==> src/rtl/alu_control_md.sv <==
// alu_control_md: ALU operation decode plus iterative mult/div unit with HI/LO registers
module alu_control_md #(
  parameter int WIDTH = 32,
  parameter int CNT_W = 6
) (
  input  logic             clk,
  input  logic             rst,
  input  logic [1:0]       ALUop,
  input  logic [5:0]       Func,
  input  logic             start,
  input  logic [WIDTH-1:0] a,
  input  logic [WIDTH-1:0] b,
  output logic [2:0]       ALUoper,
  output logic             busy,
  output logic             done,
  output logic [WIDTH-1:0] hi,
  output logic [WIDTH-1:0] lo
);
  typedef enum logic [2:0] {IDLE, MUL, DIV, FIX, DONE} state_t;
  state_t state_q, state_d;
  logic [CNT_W-1:0] cnt_q, cnt_d;
  logic [2*WIDTH-1:0] p_q, p_d, prod;
  logic [WIDTH-1:0] m_q, m_d, a_q, a_d, hi_q, hi_d, lo_q, lo_d;
  logic div_q, div_d, neg_q, neg_d, rneg_q, rneg_d, busy_q, busy_d, done_q, done_d;
  logic accept, last, sgn;
  logic [WIDTH-1:0] abs_a, abs_b, quo, rem;
  logic [WIDTH:0] sum, trial;
  assign sgn    = ~Func[0];
  assign abs_a  = (sgn && a[WIDTH-1]) ? -a : a;
  assign abs_b  = (sgn && b[WIDTH-1]) ? -b : b;
  assign accept = start && ALUop == 2'b10 && Func[5:2] == 4'b0110 && state_q == IDLE;
  assign last   = cnt_q == CNT_W'(WIDTH - 1);
  assign busy   = busy_q;
  assign done   = done_q;
  assign hi     = hi_q;
  assign lo     = lo_q;
  always_ff @(posedge clk) begin
    if (rst) state_q <= IDLE;
    else state_q <= state_d;
  end
  always_comb begin
    state_d = state_q;
    case (state_q)
      IDLE:     state_d = accept ? (Func[1] ? DIV : MUL) : IDLE;
      MUL, DIV: state_d = last ? FIX : state_q;
      FIX:      state_d = DONE;
      default:  state_d = IDLE;
    endcase
  end
  always_comb begin
    ALUoper = 3'b010;
    if (ALUop == 2'b01) ALUoper = 3'b110;
    else if (ALUop == 2'b10)
      case (Func)
        6'b100010, 6'b100011: ALUoper = 3'b110;
        6'b100100:            ALUoper = 3'b000;
        6'b100101:            ALUoper = 3'b001;
        6'b100111:            ALUoper = 3'b100;
        6'b101010, 6'b101011: ALUoper = 3'b111;
        default:              ALUoper = 3'b010;
      endcase
  end
  // p_q holds {acc, multiplier} for MUL and {remainder, dividend/quotient} for DIV
  always_comb begin
    sum    = {1'b0, p_q[2*WIDTH-1:WIDTH]} + (p_q[0] ? {1'b0, m_q} : '0);
    trial  = {p_q[2*WIDTH-1:WIDTH], p_q[WIDTH-1]};
    prod   = neg_q ? -p_q : p_q;
    quo    = neg_q ? -p_q[WIDTH-1:0] : p_q[WIDTH-1:0];
    rem    = rneg_q ? -p_q[2*WIDTH-1:WIDTH] : p_q[2*WIDTH-1:WIDTH];
    cnt_d  = cnt_q;
    p_d    = p_q;
    m_d    = m_q;
    a_d    = a_q;
    div_d  = div_q;
    neg_d  = neg_q;
    rneg_d = rneg_q;
    hi_d   = hi_q;
    lo_d   = lo_q;
    if (accept) begin
      cnt_d  = '0;
      a_d    = a;
      div_d  = Func[1];
      neg_d  = sgn && (a[WIDTH-1] ^ b[WIDTH-1]);
      rneg_d = sgn && a[WIDTH-1];
      m_d    = Func[1] ? abs_b : abs_a;
      p_d    = {{WIDTH{1'b0}}, Func[1] ? abs_a : abs_b};
    end
    if (state_q == MUL) begin
      p_d   = {sum, p_q[WIDTH-1:1]};
      cnt_d = cnt_q + 1'b1;
    end
    if (state_q == DIV) begin
      p_d   = (trial >= {1'b0, m_q}) ? {WIDTH'(trial - {1'b0, m_q}), p_q[WIDTH-2:0], 1'b1}
                                     : {p_q[2*WIDTH-2:0], 1'b0};
      cnt_d = cnt_q + 1'b1;
    end
    if (state_q == FIX) begin
      {hi_d, lo_d} = !div_q ? prod : (m_q == '0) ? {a_q, {WIDTH{1'b1}}} : {rem, quo};
    end
    busy_d = state_d == MUL || state_d == DIV || state_d == FIX;
    done_d = state_d == DONE;
  end
  always_ff @(posedge clk) begin
    if (rst) begin
      cnt_q  <= '0;
      p_q    <= '0;
      m_q    <= '0;
      a_q    <= '0;
      div_q  <= 1'b0;
      neg_q  <= 1'b0;
      rneg_q <= 1'b0;
      hi_q   <= '0;
      lo_q   <= '0;
      busy_q <= 1'b0;
      done_q <= 1'b0;
    end else begin
      cnt_q  <= cnt_d;
      p_q    <= p_d;
      m_q    <= m_d;
      a_q    <= a_d;
      div_q  <= div_d;
      neg_q  <= neg_d;
      rneg_q <= rneg_d;
      hi_q   <= hi_d;
      lo_q   <= lo_d;
      busy_q <= busy_d;
      done_q <= done_d;
    end
  end
endmodule
==> config.mk <==
export PLATFORM = sky130hd
export DESIGN_NAME = alu_control_md
export DESIGN_NICKNAME = d
export VERILOG_FILES = /design/src/rtl/alu_control_md.sv
export SDC_FILE = /design/constraint.sdc
export NUM_CORES = 1
export LEC_CHECK = 0
export BUFFER_PORTS_ARGS = -buffer_cell sky130_fd_sc_hd__buf_2
export CORE_MARGIN = 10
export CORE_UTILIZATION = 50
export DETAILED_ROUTE_END_ITERATION = 7
export PLACE_DENSITY = 0.74
export SLEW_MARGIN = 0
export SYNTH_ARGS = -nofsm -noshare
export SYNTH_HDL_FRONTEND = slang
export SYNTH_SLANG_ARGS = --single-unit
export TNS_END_PERCENT = 30
==> constraint.sdc <==
create_clock -name clk -period 8.2 [get_ports clk]
set_input_delay 0.41 -clock clk [delete_from_list [all_inputs] [get_ports clk]]
set_output_delay 0.41 -clock clk [all_outputs]
set_load 0.01 [all_outputs]
## Word-level counts from Yosys, hierarchy flattened

Index checks and enable logic that the tools add are counted.
Widths: inputs -> output; s select.

- Flip-flop bits (word level): 206
- Output and inout bits: 69
- Word-level logic and storage cells: 79

- Add/subtract/negate cells: 8
- Magnitude comparators: 1
- Eq/ne operators: 18
- Mux-type cells: 24
- Bitwise operators: 2
- Reduce and logical (&&, ||, !) cells: 14

Operators by type and width:

| operator | number |
|---|---|
| $mux 64 | 7 |
| $mux 32 | 7 |
| $neg 32->32 | 4 |
| $neg 64->64 | 1 |
| $eq 6x6->1 const B | 7 |
| $add 32x32->33 | 1 |
| $ge 33x32->1 | 1 |
| $logic_not 32->1 | 1 |
| $sub 32x32->32 | 1 |
| $mux 6 | 3 |
| $pmux 3 s5 | 1 |
| $eq 3x2->1 const B | 4 |
| $mux 3 | 3 |
| $pmux 3 s3 | 1 |
| $add 6x1->6 const B | 1 |
| $eq 3x1->1 const B | 2 |
| $eq 6x5->1 const B | 1 |
| $logic_and 1x1->1 | 6 |
| $reduce_or 2->1 | 3 |
| $eq 4x3->1 const B | 1 |
| $mux 2 | 2 |
| $eq 3x3->1 const B | 1 |
| $logic_not 3->1 | 1 |
| $reduce_bool 3->1 | 1 |
| 5 further kinds | 6 |

## Longest topological paths before layout

Gate-level depths: netlist of run 1.

- Depth in word-level cells: 9
- Gate-level depth with buffers: 14
- Mapped depth without buffers: 13

## Worst setup path before layout of run 1

Ideal clock, no wire load.

- Path kind: reg-to-reg
- Start point: register p_q[32]
- End point: register p_q[57]
- Library setup time: 0.074 ns
- Arrival: 3.072 ns
- Path slack: 5.054 ns
- Cell stages (with the launch flop): 13
- Path through: dfxtp_1 -> ha_1 -> inv_1 -> fa_1 -> nand2b_1 -> a21oi_1 -> o22ai_1 -> o31ai_1 -> a21bo_2 -> a21oi_1 -> or4_1 -> a31o_2 -> o21ai_0

- Cells in the longest elaborated chain, start to end: 3

Ends and longest elaborated chain:

| what | RTL line | source |
|---|---|---|
| start, declared | 22 | `logic [2*WIDTH-1:0] p_q, p_d, prod;` |
| start signal, assigned | 118 | `p_q <= p_d;` |
| $add 32x32->33, or another cell as far along | 65 | `sum = {1'b0, p_q[2*WIDTH-1:WIDTH]} + (p_q[0] ? {1'b0, m_q} : '0);` |
| $mux 64 (on tied branches) | 88, 93 |  |
| $mux 64 * | 92 | `if (state_q == DIV) begin` |

Every way passes the cells marked *; elsewhere a longest branch is shown, timed or not.
A chain may end at the register's enable or synchronous reset.

## Worst setup path after layout of run 1

- Start point: register p_q[0]
- End point: register p_q[54]

- Cells in the longest elaborated chain, start to end: 4

Ends and longest elaborated chain:

| what | RTL line | source |
|---|---|---|
| $mux 32 | 65 |  |
| $add 32x32->33 | 65 |  |
| $mux 64 | 88 | `if (state_q == MUL) begin` |
| $mux 64 | 92 |  |

Every way passes these cells.

==> results.md, run 1 <==
* Status: complete, no violations
* Wirelength per Cell at 22.2 um
* WP data required at 8.66 ns
* Nets at 2,463
* Latest clock arrival within the worst-skew pair at 0.55 ns
* Largest net degree at the start of global routing at 125
* Tcrit/Tclk final at 49.4%
* Switching power share of the total at 28.2%
* Filler Cells Inserted at 3,153
* Placed Instances at 2,732
* Register area at 4130 sq um
* First-pass GRT wire length at 94,700 um
* Max Buffers Root-to-Sink at 3
* Gpl congestion at 0.982
* Post-synth ARST share at 0%
* Int Power at 1.78 mW
* IO Pins at 144
* Wirelength, routed at 61,700 um
* Die area at 40,600 sq um
* Syn Std Cell Area at 16,500 sq um
* Max-cap violations at 0
* Clk root buf: clkbuf_16
* Post-synth EDFFs at 0
* Share of power burned in registers at 40.8%
* # DRC at 0
* DRT Pass-1 Iters at 6
* Ratio of cells with drive above 1 in the final layout at 11.0%
* Fin crit period at 4.05 ns
* Port buffer count at 143
* DP Worst Slack at 4.26 ns
* Hpwl dp at 45,900 um
* Initial DRC Count at 2,258
* Antenna violations before repair at 2
* CP bufs+invs at 2
* Vias at 17,900
* Setup total negative slack at 0 ns
* Core area at 32,500 sq um
* Worst EP arrival at 4.50 ns
* Startpoint types: register
* Tot GR Track Use at 28.7%
* TritonCTS clock tree: done
* Peak VDD IR at 0.139 mV
* Post-synthesis register bit count at 206
* Leak Pwr at 7.19 nW
* Most common cell after layout, fill and taps aside: nand2_1
* Tot Pwr at 2.48 mW
* Post-synth cell types at 80
* Post-DRT Antenna Nets at 0
* CTS Hold Bufs at 0
* RSZ-0062 raised after global routing: false
* Critical path class: reg -> reg
* Seq/Total Area, Yosys at 25.1%
* Crit-path max cell delay at 0.63 ns
* Final Hold Viols at 0
* CP endpoint kind: register
* Crit Path Max Fanout at 24
* Worst min path class: in -> reg
* Avg Inst Size Synth at 7.12 sq um
* Die W at 201 um
* R2R Setup Slk at 4.15 ns
* Number of setup buffers added after CTS at 0
* Row count at 66
* Syn nets at 2,457
* Routed vias/inst at 6.43
* Clock Sinks at 206
* Least-Margin Pin Slew at 1.15 ns
* Critical path, cell by cell: inv_1 -> buf_4 -> nor2_1 -> ha_1 -> o21ai_0 -> o211ai_1 -> nand2_1 -> o211ai_1 -> a21oi_1 -> a21oi_1 -> a31oi_1 -> or3_1 -> a31oi_1
* Pwr dens at 137 nW/um^2
* CP max-delay cell: a21oi_1
* Non-Filler Instances at 2,778
* Share of total power in the clock network at 46.4%
* Yosys warns at 0
* Most frequent cells in the layout: nand2_1, nor2_1, a21oi_1
* Skew final at 0.0288 ns
* Die Ht at 201 um
* Area delta synth->final at 9.66%
* Vias in the first global route at 16,200
* Sw Pwr at 0.700 mW
* Pins Over Slew Limit at 0
* Multi-input gate area at 11,300 sq um
* Cells after synthesis at 2,311
* Post_cts resized at 0
* Final worst slack at 4.15 ns
* Setup violators final at 0
* Post-route core utilization at 55.4%
* Initial Utilization at 50.6%
* Main synth FF type: dfxtp_1
* Grt ovf at 0
* Crit path max-delay family: compound AO/OA/AOI/OAI gates
* Max Fclk at 247 MHz
* Clk slew on worst S/H paths at 0.06 ns
* Comb power frac at 12.9%
* Worst rel slew slack at 23.2%
* H-tree lvl count at 1
* Total CTS buffers at 25
==> metrics by stage <==
| step | hold slack [ns] | cell area, sq um |
|---|---|---|
| 4_1_cts | 0.140 | 18000 |
| 3_5_place_dp | 0.443 | 17200 |
| 3_3_place_gp | 0.438 | 17200 |
| 6_report | 0.148 | 18000 |
| 2_1_floorplan | 0.429 | 16500 |
| 5_1_grt | 0.146 | 18000 |
==> worst register-to-register path, stage by stage, from the launching register on <==
cell,delay (ns)
dfxtp_1,0.42
inv_1,0.34
buf_4,0.37
nor2_1,0.09
ha_1,0.35
o21ai_0,0.13
o211ai_1,0.21
nand2_1,0.12
o211ai_1,0.40
a21oi_1,0.20
a21oi_1,0.63
a31oi_1,0.20
or3_1,0.35
a31oi_1,0.16
==> flip-flops by register name, indices dropped and copies added (netlist names) <==
register and cells:
done 1, rneg_q 1, neg_q 1, p_q 64, busy 1, state_q 3, a_q 32, cnt_q 6
hi 32, m_q 32, lo 32, div_q 1
==> layer usage <==
| layer | GRT usage [%] | up-vias | wire length [um] |
|---|---|---|---|
| li1 | - | 8289 | - |
| met1 | 39.3 | 8364 | 25900 |
| met2 | 42.8 | 1044 | 26000 |
| met3 | 5.33 | 161 | 6810 |
| met4 | 12.9 | 2 | 2930 |
| met5 | 0 | - | 11 |
==> cell usage after synthesis, types with 35 or more instances <==
library cell	instances	share of area, %
xor2_1	95	5.1
xnor2_1	95	5.1
nor3_1	43	1.3
nand2_1	298	6.8
clkbuf_1	166	3.8
ha_1	69	5.2
nor2_1	256	5.8
o211ai_1	55	2.5
nand3_1	36	1.1
o31ai_1	35	1.6
a21oi_1	241	7.3
dfxtp_1	206	25
o21ai_0	141	4.3
inv_1	72	1.6
a211oi_1	80	3.7
==> logic make-up after synthesis <==
| kind of cell | after synthesis | share of synthesized area (%) |
|---|---|---|
| compound gates | 738 | 28.6 |
| xor+xnor | 190 | 10.1 |
| fa+ha+maj | 71 | 5.49 |
| buf+inv | 261 | 6.18 |
| flops | 206 | 25.1 |
| mux | 29 | 1.85 |
| simple gates | 816 | 22.7 |
==> worst paths after layout <==
check,cells after the start,to,startpoint
max reg2reg,13,p_q[54]$_SDFFE_PP0P_,p_q[0]$_SDFFE_PP0P_
min,3,a_q[30]$_SDFFE_PP0N_,a[30]
max,13,p_q[54]$_SDFFE_PP0P_,p_q[0]$_SDFFE_PP0P_
min reg2reg,2,hi[4]$_SDFFE_PP0N_,hi[4]$_SDFFE_PP0N_
==> power by group through the flow <==
stage,logic [mW],registers [mW],clock network [mW]
global placement,0.305,1.03,0
global route,0.341,1.01,1.20
finish,0.320,1.01,1.15
detailed placement,0.307,1.03,0
floorplan,0.203,1.03,0
CTS,0.309,1.01,1.15
==> cell type report <==
cell class | instances | share of cell area [%]
antenna | 1 | 0.0139
clock buffer | 28 | 3.64
clock inverter | 17 | 1.07
inverter | 72 | 1.50
multi-input combinational | 1844 | 62.8
sequential | 206 | 22.9
tap | 442 | 3.07
timing repair buffer | 168 | 5.04
Note: power is estimated with default switching activity, not from simulation.
==> inputs of run 2 (changes only) <==
--- a/config.mk
+++ b/config.mk
@@ -9,7 +9,7 @@
 export CORE_MARGIN = 10
 export CORE_UTILIZATION = 50
 export DETAILED_ROUTE_END_ITERATION = 7
-export PLACE_DENSITY = 0.74
+export PLACE_DENSITY = 0.76
 export SLEW_MARGIN = 0
 export SYNTH_ARGS = -nofsm -noshare
 export SYNTH_HDL_FRONTEND = slang
==> constraint.sdc (replaced) <==
create_clock -name clk -period 3.7 [get_ports clk]
set_input_delay 0.185 -clock clk [delete_from_list [all_inputs] [get_ports clk]]
set_output_delay 0.185 -clock clk [all_outputs]
set_load 0.01 [all_outputs]
==> results.md, run 2 (synthesis results as in run 1) <==
* Status: complete, no violations
* H-tree lvl count at 1
* Most common cell after layout, fill and taps aside: nand2_1
* Max FFs per register at 64
* Tot GR Track Use at 30.5%
* Crit-path max cell delay at 0.47 ns
* CP bufs+invs at 2
* Clk slew on worst S/H paths at 0.06 ns
* CP most frequent cell: a21oi_1
* # DRC at 0
* DRT Pass-1 Iters at 7
* Latest clock arrival within the worst-skew pair at 0.56 ns
* Fin crit period at 3.47 ns
* Tot Pwr at 5.52 mW
* CP max-delay cell: dfxtp_1
* Least-Margin Pin Slew at 1.17 ns
* Worst EP arrival at 3.94 ns
* Gpl congestion at 1.02
* Initial DRC Count at 2,416
* Vias in the first global route at 17,400
* CP endpoint kind: register
* Crit Path Max Fanout at 6
* Grt ovf at 0
* Startpoint types: register
* Worst min path class: in -> reg
* Final hold slack at 0.0782 ns
* Die W at 201 um
* Wirelength per Cell at 22.5 um
* Hold path depth at 3
* Final instance area at 18,900 sq um
* Clk root buf: clkbuf_16
* Largest net degree at the start of global routing at 83
* Tcrit/Tclk final at 93.9%
* Port buffer count at 143
* Max-cap violations at 0
* Number of setup buffers added after CTS at 0
* Setup total negative slack at 0 ns
* Leak Pwr at 7.70 nW
* Die Ht at 201 um
* Area delta synth->final at 15.1%
* Ratio of cells with drive above 1 in the final layout at 13.4%
* Routed vias/inst at 6.40
* Nets at 2,568
* Hold EP: a_q[7]$_SDFFE_PP0N_
* FF-to-FF Start: p_q[0]$_SDFFE_PP0P_
* # diodes at 0
* Initial Utilization at 50.6%
* Setup violators final at 0
* Skew final at 0.0184 ns
* Most frequent cells in the layout: nand2_1, nor2_1, a21oi_1
* Total CTS buffers at 25
* Antenna violations before repair at 1
* Hpwl dp at 49,100 um
* Clock Sinks at 206
* Critical path class: reg -> reg
* Die area at 40,600 sq um
* Worst rel slew slack at 22.2%
* Critical path, cell by cell: and2_1 -> ha_1 -> inv_1 -> fa_1 -> nand2b_1 -> a21oi_1 -> o22ai_1 -> o31ai_1 -> buf_4 -> a21bo_2 -> a21oi_1 -> or4_1 -> a31o_2 -> o21ai_0
* R2R Setup Slk at 0.23 ns
* Post-DRT Antenna Nets at 0
* Pins Over Slew Limit at 0
* Row count at 66
* Post-DP Area at 17,800 sq um
* First-pass GRT wire length at 100,000 um
* HP Start: a[7]
* Crit path max-delay family: compound AO/OA/AOI/OAI gates
* Vias at 18,400
* Reg with most FFs: p_q
* WP data required at 4.17 ns
* TritonCTS clock tree: done
* Reg2Reg Depth at 14
* Pwr dens at 292 nW/um^2
* Core area at 32,500 sq um
* Wirelength, routed at 64,900 um
* Max Buffers Root-to-Sink at 3
* Peak VDD IR at 0.396 mV
* Max Fclk at 288 MHz
* Final Hold Viols at 0
* RSZ-0062 raised after global routing: false
* IO Pins at 144
* Worst reg2reg path endpoint: p_q[57]$_SDFFE_PP0P_
## run 2: cell count changes in the layout (fill, tap and decap cells not counted), sizes merged
| cell | change |
|---|---|
| clkbuf | +6 |
| dlygate4sd3 | +31 |
| bufinv | -1 |
| clkinvlp | +1 |
| clkinv | -8 |
| buf | +74 |
| inv | +2 |
| diode | -1 |
## run 2: area by class of cell
class | count | area [sq um]
fill | 3106 | 13600
sequential | 206 | 4130
clock inverter | 11 | 121
multi-input combinational | 1844 | 11300
tap | 442 | 553
clock buffer | 34 | 699
timing repair buffer | 273 | 1820
inverter | 72 | 270
## run 2: how the worst max path moves through the flow
stage | startpoint | to | slack (ns) | depth (start not counted)
after detailed placement | m_q[15]$_SDFFE_PP0N_ | p_q[42]$_SDFFE_PP0P_ | 0.18 | 12
after global routing | p_q[31]$_SDFFE_PP0P_ | p_q[60]$_SDFFE_PP0P_ | 0.008 | 13
final | p_q[0]$_SDFFE_PP0P_ | p_q[57]$_SDFFE_PP0P_ | 0.23 | 14
after CTS | m_q[15]$_SDFFE_PP0N_ | p_q[43]$_SDFFE_PP0P_ | 0.17 | 12
after floorplan | p_q[32]$_SDFFE_PP0P_ | p_q[57]$_SDFFE_PP0P_ | 0.55 | 12
after global placement | m_q[15]$_SDFFE_PP0N_ | p_q[35]$_SDFFE_PP0P_ | 0.24 | 12
## run 2: through the flow
step	std cells	utilization, %	worst slack [ns]
after floorplan	2311	-	0.554
after detailed placement	2806	54.7	0.180
after CTS	2882	58.1	0.173
after global placement	2806	54.7	0.238
final	2882	58.2	0.227
after global routing	2882	58.2	0.00795
## run 2: power by group
group	internal [mW]	total [mW]	switching, mW	leakage [nW]
clock	1.47	2.52	1.05	0.401
combinational	0.261	0.766	0.504	5.64
sequential	2.23	2.24	0.0130	1.66
total	3.95	5.52	1.57	7.70
## run 2: what timing repair did
action,in CTS,in global routing
hold buffers,31,0
resized for setup,0,3
setup endpoints to repair,0,13
hold endpoints to repair,31,0
## run 2: worst reg2reg max path, delay by kind of cell (launching register included)
family	cells	cell delay, ns
AO/OA/AOI/OAI	7	1.33
adder cells (fa/ha/maj)	2	0.57
buffers and inverters	2	0.25
flip-flops	1	0.47
AND/OR/NAND/NOR	3	0.78
## run 2: layer usage
metal	vias up	GRT usage [%]	part of all wire, %	wire length [um]
met5	-	0	0.020	13
met4	2	13.0	4.9	3170
met3	186	5.54	11	7060
met2	1074	47.6	44	28300
met1	8655	40.4	41	26300
li1	8522	-	-	-
